$ cat src/rtl/ctrl_pkg.sv
// Shared types for the RV32I decode/control stage: opcodes, ALU encodings
// and the decoded control bundle carried into the ID/EX register.
package ctrl_pkg;

  localparam logic [6:0] OP_R      = 7'b0110011;
  localparam logic [6:0] OP_IMM    = 7'b0010011;
  localparam logic [6:0] OP_LOAD   = 7'b0000011;
  localparam logic [6:0] OP_STORE  = 7'b0100011;
  localparam logic [6:0] OP_BRANCH = 7'b1100011;
  localparam logic [6:0] OP_LUI    = 7'b0110111;
  localparam logic [6:0] OP_AUIPC  = 7'b0010111;
  localparam logic [6:0] OP_JAL    = 7'b1101111;
  localparam logic [6:0] OP_JALR   = 7'b1100111;
  localparam logic [6:0] OP_FENCE  = 7'b0001111;

  typedef enum logic [3:0] {
    ALU_ADD   = 4'd0,
    ALU_SUB   = 4'd1,
    ALU_AND   = 4'd2,
    ALU_OR    = 4'd3,
    ALU_XOR   = 4'd4,
    ALU_SLL   = 4'd5,
    ALU_SRL   = 4'd6,
    ALU_SRA   = 4'd7,
    ALU_SLT   = 4'd8,
    ALU_SLTU  = 4'd9,
    ALU_PASSB = 4'd10
  } alu_ctrl_t;

  typedef enum logic [1:0] {
    RES_ALU = 2'b00,
    RES_MEM = 2'b01,
    RES_PC4 = 2'b10
  } result_src_t;

  typedef struct packed {
    logic        reg_write;
    logic        mem_read;
    logic        mem_write;
    logic        branch;
    logic        jal;
    logic        jalr;
    logic        alu_src_b;
    logic        alu_src_a_pc;
    logic        illegal;
    alu_ctrl_t   alu_ctrl;
    result_src_t result_src;
    logic [2:0]  funct3;
  } ctrl_bundle_t;

  localparam ctrl_bundle_t CTRL_NOP = ctrl_bundle_t'('0);

  // alt selects SUB/SRA; callers only raise it where funct7[5] is meaningful
  function automatic alu_ctrl_t alu_from_f3(input logic [2:0] f3, input logic alt);
    case (f3)
      3'd0:    return alt ? ALU_SUB : ALU_ADD;
      3'd1:    return ALU_SLL;
      3'd2:    return ALU_SLT;
      3'd3:    return ALU_SLTU;
      3'd4:    return ALU_XOR;
      3'd5:    return alt ? ALU_SRA : ALU_SRL;
      3'd6:    return ALU_OR;
      default: return ALU_AND;
    endcase
  endfunction

endpackage

$ cat src/rtl/rv_instr_decoder.sv
// Combinational RV32I decoder: instruction word to control bundle plus
// source-register usage flags for hazard detection.
module rv_instr_decoder
  import ctrl_pkg::*;
(
  input  logic [31:0]  instr,
  output ctrl_bundle_t ctrl,
  output logic         rs1_used,
  output logic         rs2_used
);

  logic [6:0] opcode, funct7;
  logic [2:0] f3;
  logic       bad;

  assign opcode = instr[6:0];
  assign f3     = instr[14:12];
  assign funct7 = instr[31:25];

  always_comb begin
    ctrl     = CTRL_NOP;
    rs1_used = 1'b0;
    rs2_used = 1'b0;
    bad      = 1'b0;
    case (opcode)
      OP_R: begin
        bad = !(funct7 == 7'h00 || (funct7 == 7'h20 && (f3 == 3'd0 || f3 == 3'd5)));
        ctrl.reg_write = 1'b1;
        ctrl.alu_ctrl  = alu_from_f3(f3, funct7[5]);
        ctrl.funct3    = f3;
        rs1_used = 1'b1;
        rs2_used = 1'b1;
      end
      OP_IMM: begin
        bad = (f3 == 3'd1 && funct7 != 7'h00) ||
              (f3 == 3'd5 && funct7 != 7'h00 && funct7 != 7'h20);
        ctrl.reg_write = 1'b1;
        ctrl.alu_src_b = 1'b1;
        ctrl.alu_ctrl  = alu_from_f3(f3, f3 == 3'd5 && funct7[5]);
        ctrl.funct3    = f3;
        rs1_used = 1'b1;
      end
      OP_LOAD: begin
        bad = (f3 == 3'd3 || f3 == 3'd6 || f3 == 3'd7);
        ctrl.reg_write  = 1'b1;
        ctrl.mem_read   = 1'b1;
        ctrl.alu_src_b  = 1'b1;
        ctrl.result_src = RES_MEM;
        ctrl.funct3     = f3;
        rs1_used = 1'b1;
      end
      OP_STORE: begin
        bad = (f3 > 3'd2);
        ctrl.mem_write = 1'b1;
        ctrl.alu_src_b = 1'b1;
        ctrl.funct3    = f3;
        rs1_used = 1'b1;
        rs2_used = 1'b1;
      end
      OP_BRANCH: begin
        bad = (f3 == 3'd2 || f3 == 3'd3);
        ctrl.branch   = 1'b1;
        ctrl.alu_ctrl = ALU_SUB;
        ctrl.funct3   = f3;
        rs1_used = 1'b1;
        rs2_used = 1'b1;
      end
      OP_LUI: begin
        ctrl.reg_write = 1'b1;
        ctrl.alu_src_b = 1'b1;
        ctrl.alu_ctrl  = ALU_PASSB;
      end
      OP_AUIPC: begin
        ctrl.reg_write    = 1'b1;
        ctrl.alu_src_b    = 1'b1;
        ctrl.alu_src_a_pc = 1'b1;
      end
      OP_JAL: begin
        ctrl.reg_write  = 1'b1;
        ctrl.jal        = 1'b1;
        ctrl.result_src = RES_PC4;
      end
      OP_JALR: begin
        bad = (f3 != 3'd0);
        ctrl.reg_write  = 1'b1;
        ctrl.jalr       = 1'b1;
        ctrl.alu_src_b  = 1'b1;
        ctrl.result_src = RES_PC4;
        rs1_used = 1'b1;
      end
      OP_FENCE: begin
        bad = (f3 != 3'd0);
        rs1_used = 1'b1;
      end
      default: bad = 1'b1;
    endcase
    // Illegal encodings must not write anything nor create a hazard
    if (bad) begin
      ctrl         = CTRL_NOP;
      ctrl.illegal = 1'b1;
      rs1_used     = 1'b0;
      rs2_used     = 1'b0;
    end
  end

endmodule

$ cat src/rtl/decode_ctrl_stage.sv
// RV32I decode/control stage: decode, load-use hazard bubble, flush and
// back-pressure handling into the ID/EX register, plus stall/flush counters.
module decode_ctrl_stage
  import ctrl_pkg::*;
#(
  parameter int XLEN  = 32,
  parameter int RA_W  = 5,
  parameter int CNT_W = 16
) (
  input  logic             clk,
  input  logic             rst,
  input  logic             id_valid,
  input  logic [31:0]      id_instr,
  input  logic [XLEN-1:0]  id_pc,
  input  logic             flush,
  input  logic             ex_ready,
  output logic             stall_if,
  output logic             ex_valid,
  output logic             ex_reg_write,
  output logic             ex_mem_read,
  output logic             ex_mem_write,
  output logic             ex_branch,
  output logic             ex_jal,
  output logic             ex_jalr,
  output logic             ex_alu_src_b,
  output logic             ex_alu_src_a_pc,
  output logic             ex_illegal,
  output logic [3:0]       ex_alu_ctrl,
  output logic [1:0]       ex_result_src,
  output logic [2:0]       ex_funct3,
  output logic [RA_W-1:0]  ex_rd,
  output logic [RA_W-1:0]  ex_rs1,
  output logic [RA_W-1:0]  ex_rs2,
  output logic [XLEN-1:0]  ex_pc,
  output logic [CNT_W-1:0] stall_count,
  output logic [CNT_W-1:0] flush_count
);

  ctrl_bundle_t    dec, ex_ctrl;
  logic            rs1_used, rs2_used, hazard;
  logic            load_bubble, load_id;
  logic [RA_W-1:0] id_rd, id_rs1, id_rs2;

  rv_instr_decoder u_dec (
    .instr    (id_instr),
    .ctrl     (dec),
    .rs1_used (rs1_used),
    .rs2_used (rs2_used)
  );

  assign id_rd  = RA_W'(id_instr[11:7]);
  assign id_rs1 = RA_W'(id_instr[19:15]);
  assign id_rs2 = RA_W'(id_instr[24:20]);

  assign hazard = id_valid && ex_valid && ex_ctrl.mem_read && (ex_rd != '0) &&
                  ((rs1_used && ex_rd == id_rs1) || (rs2_used && ex_rd == id_rs2));

  // Gated by rst so the stage presents all-zero outputs while held in reset
  assign stall_if = !rst && !flush && (!ex_ready || hazard);

  // flush > !ex_ready (hold) > hazard > normal; an idle ID also loads a bubble
  assign load_bubble = flush || (ex_ready && (hazard || !id_valid));
  assign load_id     = !flush && ex_ready && !hazard && id_valid;

  always_ff @(posedge clk or posedge rst) begin
    if (rst) begin
      ex_valid <= 1'b0;
      ex_ctrl  <= CTRL_NOP;
      ex_rd    <= '0;
      ex_rs1   <= '0;
      ex_rs2   <= '0;
      ex_pc    <= '0;
    end else if (load_bubble) begin
      ex_valid <= 1'b0;
      ex_ctrl  <= CTRL_NOP;
      ex_rd    <= '0;
      ex_rs1   <= '0;
      ex_rs2   <= '0;
      ex_pc    <= '0;
    end else if (load_id) begin
      ex_valid <= 1'b1;
      ex_ctrl  <= dec;
      ex_rd    <= id_rd;
      ex_rs1   <= id_rs1;
      ex_rs2   <= id_rs2;
      ex_pc    <= id_pc;
    end
  end

  always_ff @(posedge clk or posedge rst) begin
    if (rst) begin
      stall_count <= '0;
      flush_count <= '0;
    end else begin
      if (flush && flush_count != '1)
        flush_count <= flush_count + 1'b1;
      if (!flush && ex_ready && hazard && stall_count != '1)
        stall_count <= stall_count + 1'b1;
    end
  end

  assign ex_reg_write    = ex_ctrl.reg_write;
  assign ex_mem_read     = ex_ctrl.mem_read;
  assign ex_mem_write    = ex_ctrl.mem_write;
  assign ex_branch       = ex_ctrl.branch;
  assign ex_jal          = ex_ctrl.jal;
  assign ex_jalr         = ex_ctrl.jalr;
  assign ex_alu_src_b    = ex_ctrl.alu_src_b;
  assign ex_alu_src_a_pc = ex_ctrl.alu_src_a_pc;
  assign ex_illegal      = ex_ctrl.illegal;
  assign ex_alu_ctrl     = ex_ctrl.alu_ctrl;
  assign ex_result_src   = ex_ctrl.result_src;
  assign ex_funct3       = ex_ctrl.funct3;

endmodule
$ cat config.mk
export PLATFORM = sky130hd
export DESIGN_NAME = decode_ctrl_stage
export DESIGN_NICKNAME = d
export VERILOG_FILES = /design/src/rtl/ctrl_pkg.sv /design/src/rtl/rv_instr_decoder.sv /design/src/rtl/decode_ctrl_stage.sv
export SDC_FILE = /design/constraint.sdc
export NUM_CORES = 1
export LEC_CHECK = 0
export CELL_PAD_IN_SITES_DETAIL_PLACEMENT = 1
export CELL_PAD_IN_SITES_GLOBAL_PLACEMENT = 1
export CORE_MARGIN = 1.5
export CORE_UTILIZATION = 31
export CTS_CLUSTER_DIAMETER = 40
export DETAILED_ROUTE_END_ITERATION = 8
export HOLD_SLACK_MARGIN = 0.03
export PLACE_DENSITY = 0.83
export SLEW_MARGIN = 10
export SYNTH_ARGS = -nofsm -noshare
export SYNTH_HDL_FRONTEND = slang
export SYNTH_SLANG_ARGS = --single-unit
$ cat constraint.sdc
create_clock -name clk -period 3.4 [get_ports clk]
set_input_delay 0.68 -clock clk [delete_from_list [all_inputs] [get_ports clk]]
set_output_delay 0.68 -clock clk [all_outputs]
set_load 0.005 [all_outputs]
==> results.json <==
{
  "vias": 4085,
  "cts_root_buf": "clkbuf_16",
  "cts_tree": "built",
  "gp_congestion": 0.8394,
  "status": "completed",
  "period_minus_slack_ns": 3.243,
  "dr.first_iter.drc_count": 180,
  "crit_cells": 8,
  "nFillCells": 1576,
  "cts.sinks": 97,
  "dp_hpwl_um": 10980,
  "setup_slack_ns": 0.1570,
  "crit_chain": "clkdlybuf4s50_1 > or4_1 > nor3_2 > a2111o_1 > and2_4 > nand3_1 > a211oi_2 > clkbuf_2",
  "die_w_um": 124.9,
  "overflow": 0,
  "start_kind": "primary input",
  "syn-instance-count": 401,
  "dieArea_um2": 15600,
  "grt_pass1_wl_um": 24450,
  "pwr-share-seq": 0.461,
  "placed_cells": 769,
  "ys_types": 59,
  "end_kind": "output port",
  "critPathArrivalTime_ns": 2.56,
  "rsz0062_at_grt": "no",
  "critPathMaxFanout": 2,
  "drv_slew": 0,
  "timing.rr.start": "ex_rd[4]$_DFFE_PP0P_",
  "path_clk_slew_ns": 0.07,
  "critPathKind": "primary input to output port",
  "clk_latency_ns": 0.34,
  "worst_ir_drop_vdd_mv": 0.2103,
  "grt_pass1_vias": 4498,
  "fp-row-count": 44,
  "ys_seq_area_frac": 0.5269,
  "final_core_util": 0.4889,
  "core_area_um2": 14530,
  "combPwrFrac": 0.175,
  "synth_top_area_frac": 0.5269,
  "crit_start": "id_instr[28]",
  "power.switching_uw": 713.6,
  "fp.dieH_um": 124.9,
  "regToRegSetupSlack_ns": 0.98,
  "grt_max_degree": 65,
  "crit_slowest_cell": "or4_1",
  "setup_viol": 0,
  "p_leak_uw": 0.003140,
  "syn2layout_area_growth_pct": 54.24,
  "ctsHoldBuffers": 0,
  "ant_nets": 0,
  "async_flop_share": 1.000,
  "finalHoldViolCount": 0,
  "netlist_area_um2": 4607,
  "period_share": 0.9538,
  "critPathRequiredTime_ns": 2.72,
  "firstDrtPassIters": 4,
  "nets": 669,
  "power.share.clock": 0.364,
  "p_per_area_nw_per_um2": 391.9,
  "wl_um": 15060,
  "worst_hold_path_type": "flop to flop",
  "antenna_found_initial": 0,
  "dp_slack_ns": -0.6303,
  "whs_ns": 0.4812,
  "ios": 168,
  "via_per_inst": 5.191,
  "cts_buffers": 9,
  "clock_path_buffers": 2,
  "yosys.area.top_type": "dfrtp_1",
  "yosysMostFrequentCell": "dfrtp_1",
  "syn_nets": 472,
  "drc": 0,
  "synth_edf_count": 0,
  "tightest_slew_ns": 0.7308,
  "regArea_um2": 2427,
  "diodes": 0,
  "h-tree-depth": 3,
  "worstRegToRegCells": 8,
  "cp-endpoint": "stall_if",
  "ys_warn_count": 0,
  "drive_gt1_frac": 0.1575,
  "synth_area_leaders": "dfrtp_1 (53%), a22o_1 (9.1%), xor2_1 (5.3%)",
  "multi_input_area_um2": 2100,
  "grt_use_total": 0.1968,
  "swShare": 0.2563,
  "path_delay_family": "simple AND/OR/NAND/NOR gates",
  "wl_per_cell_um": 19.14,
  "syn_area_per_cell_um2": 11.49,
  "port_buffers": 167,
  "path_buf_inv": 2,
  "p_int_uw": 2071,
  "relSlewSlack": 0.5128,
  "r2r-end": "stall_count[2]$_DFFE_PP0P_",
  "fmax_ghz": 0.3084,
  "final_cells": 787,
  "start_util": 0.3170,
  "synth_common_cells": "dfrtp_1 (97), a22o_1 (48), xor2_1 (28), nand2_1 (27), nand3_1 (17)",
  "synth_seq_cells": 97,
  "critical_path.max_stage_delay_ns": 0.53,
  "finClkSkew_ns": 0.004834,
  "synth_flop_cell": "dfrtp_1",
  "cap_violations": 0
}
registers in the layout (all words and copies together), names as in the netlist, 3 cells and up:
register / count
ex_rs1: 5
ex_rd: 5
flush_count: 16
ex_pc: 32
ex_funct3: 3
stall_count: 16
ex_alu_ctrl: 4
ex_rs2: 5
how the worst min path moves through the flow:
stage               cells past startpoint                           to                   startpoint  slack, ns
floorplan                               2     ex_funct3[0]$_DFFE_PP0P_     ex_funct3[0]$_DFFE_PP0P_       0.47
global placement                        2     ex_reg_write$_DFFE_PP0P_     ex_reg_write$_DFFE_PP0P_       0.47
detailed placement                      1  stall_count[15]$_DFFE_PP0P_  stall_count[15]$_DFFE_PP0P_       0.48
CTS                                     1  stall_count[15]$_DFFE_PP0P_  stall_count[15]$_DFFE_PP0P_       0.49
global route                            1   stall_count[7]$_DFFE_PP0P_   stall_count[7]$_DFFE_PP0P_       0.51
finish                                  2   ex_alu_ctrl[2]$_DFFE_PP0P_   ex_alu_ctrl[2]$_DFFE_PP0P_       0.48
metal layers:
metal / vias to the layer above / wire [um] / track usage
met3: 25 / 571 / 0.03179
li1: 1880 / - / -
met2: 119 / 7738 / 0.3449
met4: 0 / 414 / 0.08690
met1: 2061 / 6340 / 0.2390
met5: - / 0 / 0
through the flow:
step | setup TNS, ns | cell area [um2] | total power [uW]
after floorplan | 0 | 4607 | 1483
after global placement | -0.4858 | 6709 | 1767
after detailed placement | -0.6934 | 6709 | 1788
after CTS | 0 | 7054 | 2817
after global routing | 0 | 7106 | 2908
final | 0 | 7106 | 2785
cell usage in the layout (no fill, tap or decap), types with 3 or more instances in the layout:
| cell type | Yosys | routed |
|---|---|---|
| xnor2_1 | 12 | 12 |
| o31ai_1 | 6 | 6 |
| buf_4 | 1 | 41 |
| nor4_2 | 11 | 11 |
| nand2_1 | 27 | 27 |
| a22o_1 | 48 | 48 |
| clkinv_2 | 0 | 3 |
| dfrtp_1 | 97 | 97 |
| and4_1 | 4 | 4 |
| a21oi_1 | 6 | 6 |
| nor2_1 | 15 | 13 |
| o41ai_1 | 3 | 3 |
| nor2b_1 | 6 | 6 |
| dlymetal6s2s_1 | 0 | 5 |
| clkdlybuf4s50_1 | 0 | 156 |
| a2111oi_4 | 0 | 3 |
| dlygate4sd2_1 | 0 | 3 |
| and2_1 | 3 | 3 |
| clkbuf_2 | 0 | 3 |
| o21ai_0 | 10 | 10 |
| xor2_1 | 28 | 28 |
| nand4_1 | 9 | 9 |
| nand3_1 | 17 | 17 |
| and3_1 | 7 | 7 |
| or4_1 | 5 | 5 |
| nor4_1 | 3 | 3 |
| inv_1 | 9 | 8 |
| nand2b_1 | 4 | 4 |
| clkbuf_16 | 0 | 9 |
kinds of logic (layout without fill, tap and decap cells):
family | Yosys count | in the layout | share of synthesized area
and+or+nand+nor | 128 | 128 | 0.1695
AOI/OAI and AO/OA | 98 | 98 | 0.1782
DFF | 97 | 97 | 0.5269
xor gates and xnor gates | 40 | 40 | 0.07605
buffers and inverters | 34 | 236 | 0.03911
adders and majority gates | 2 | 2 | 0.005431
muxes | 2 | 2 | 0.004888
power by group through the flow:
stage	logic, uW	clock network [uW]	registers, uW
6_report	488	1010	1280
5_1_grt	526	1090	1290
4_1_cts	488	1040	1280
3_5_place_dp	481	0	1310
3_3_place_gp	466	0	1300
2_1_floorplan	184	0	1300
worst register-to-register path: stages (launching register included):
cell       delay [ns]
dfrtp_1          0.45
xor2_1           0.23
a2111oi_4        0.34
nand4_1          0.20
buf_4            0.18
o21a_2           0.13
buf_4            0.21
nor4b_1          0.41
xor2_1           0.19
repair_timing:
action | CTS | global route
setup buffers | 0 | 2
gates resized for setup | 16 | 16
pin swaps | 2 | 3
setup endpoints to repair | 1 | 1
cell type report:
class	count	share of cell area
inverters	10	0.005635
repair buffers	210	0.2833
flip-flops and latches	97	0.3416
clock buffers	9	0.03170
well taps	184	0.03240
multi-input cells	270	0.2955
clock inverters	7	0.009861
Note: power is estimated with default switching activity, not from simulation.
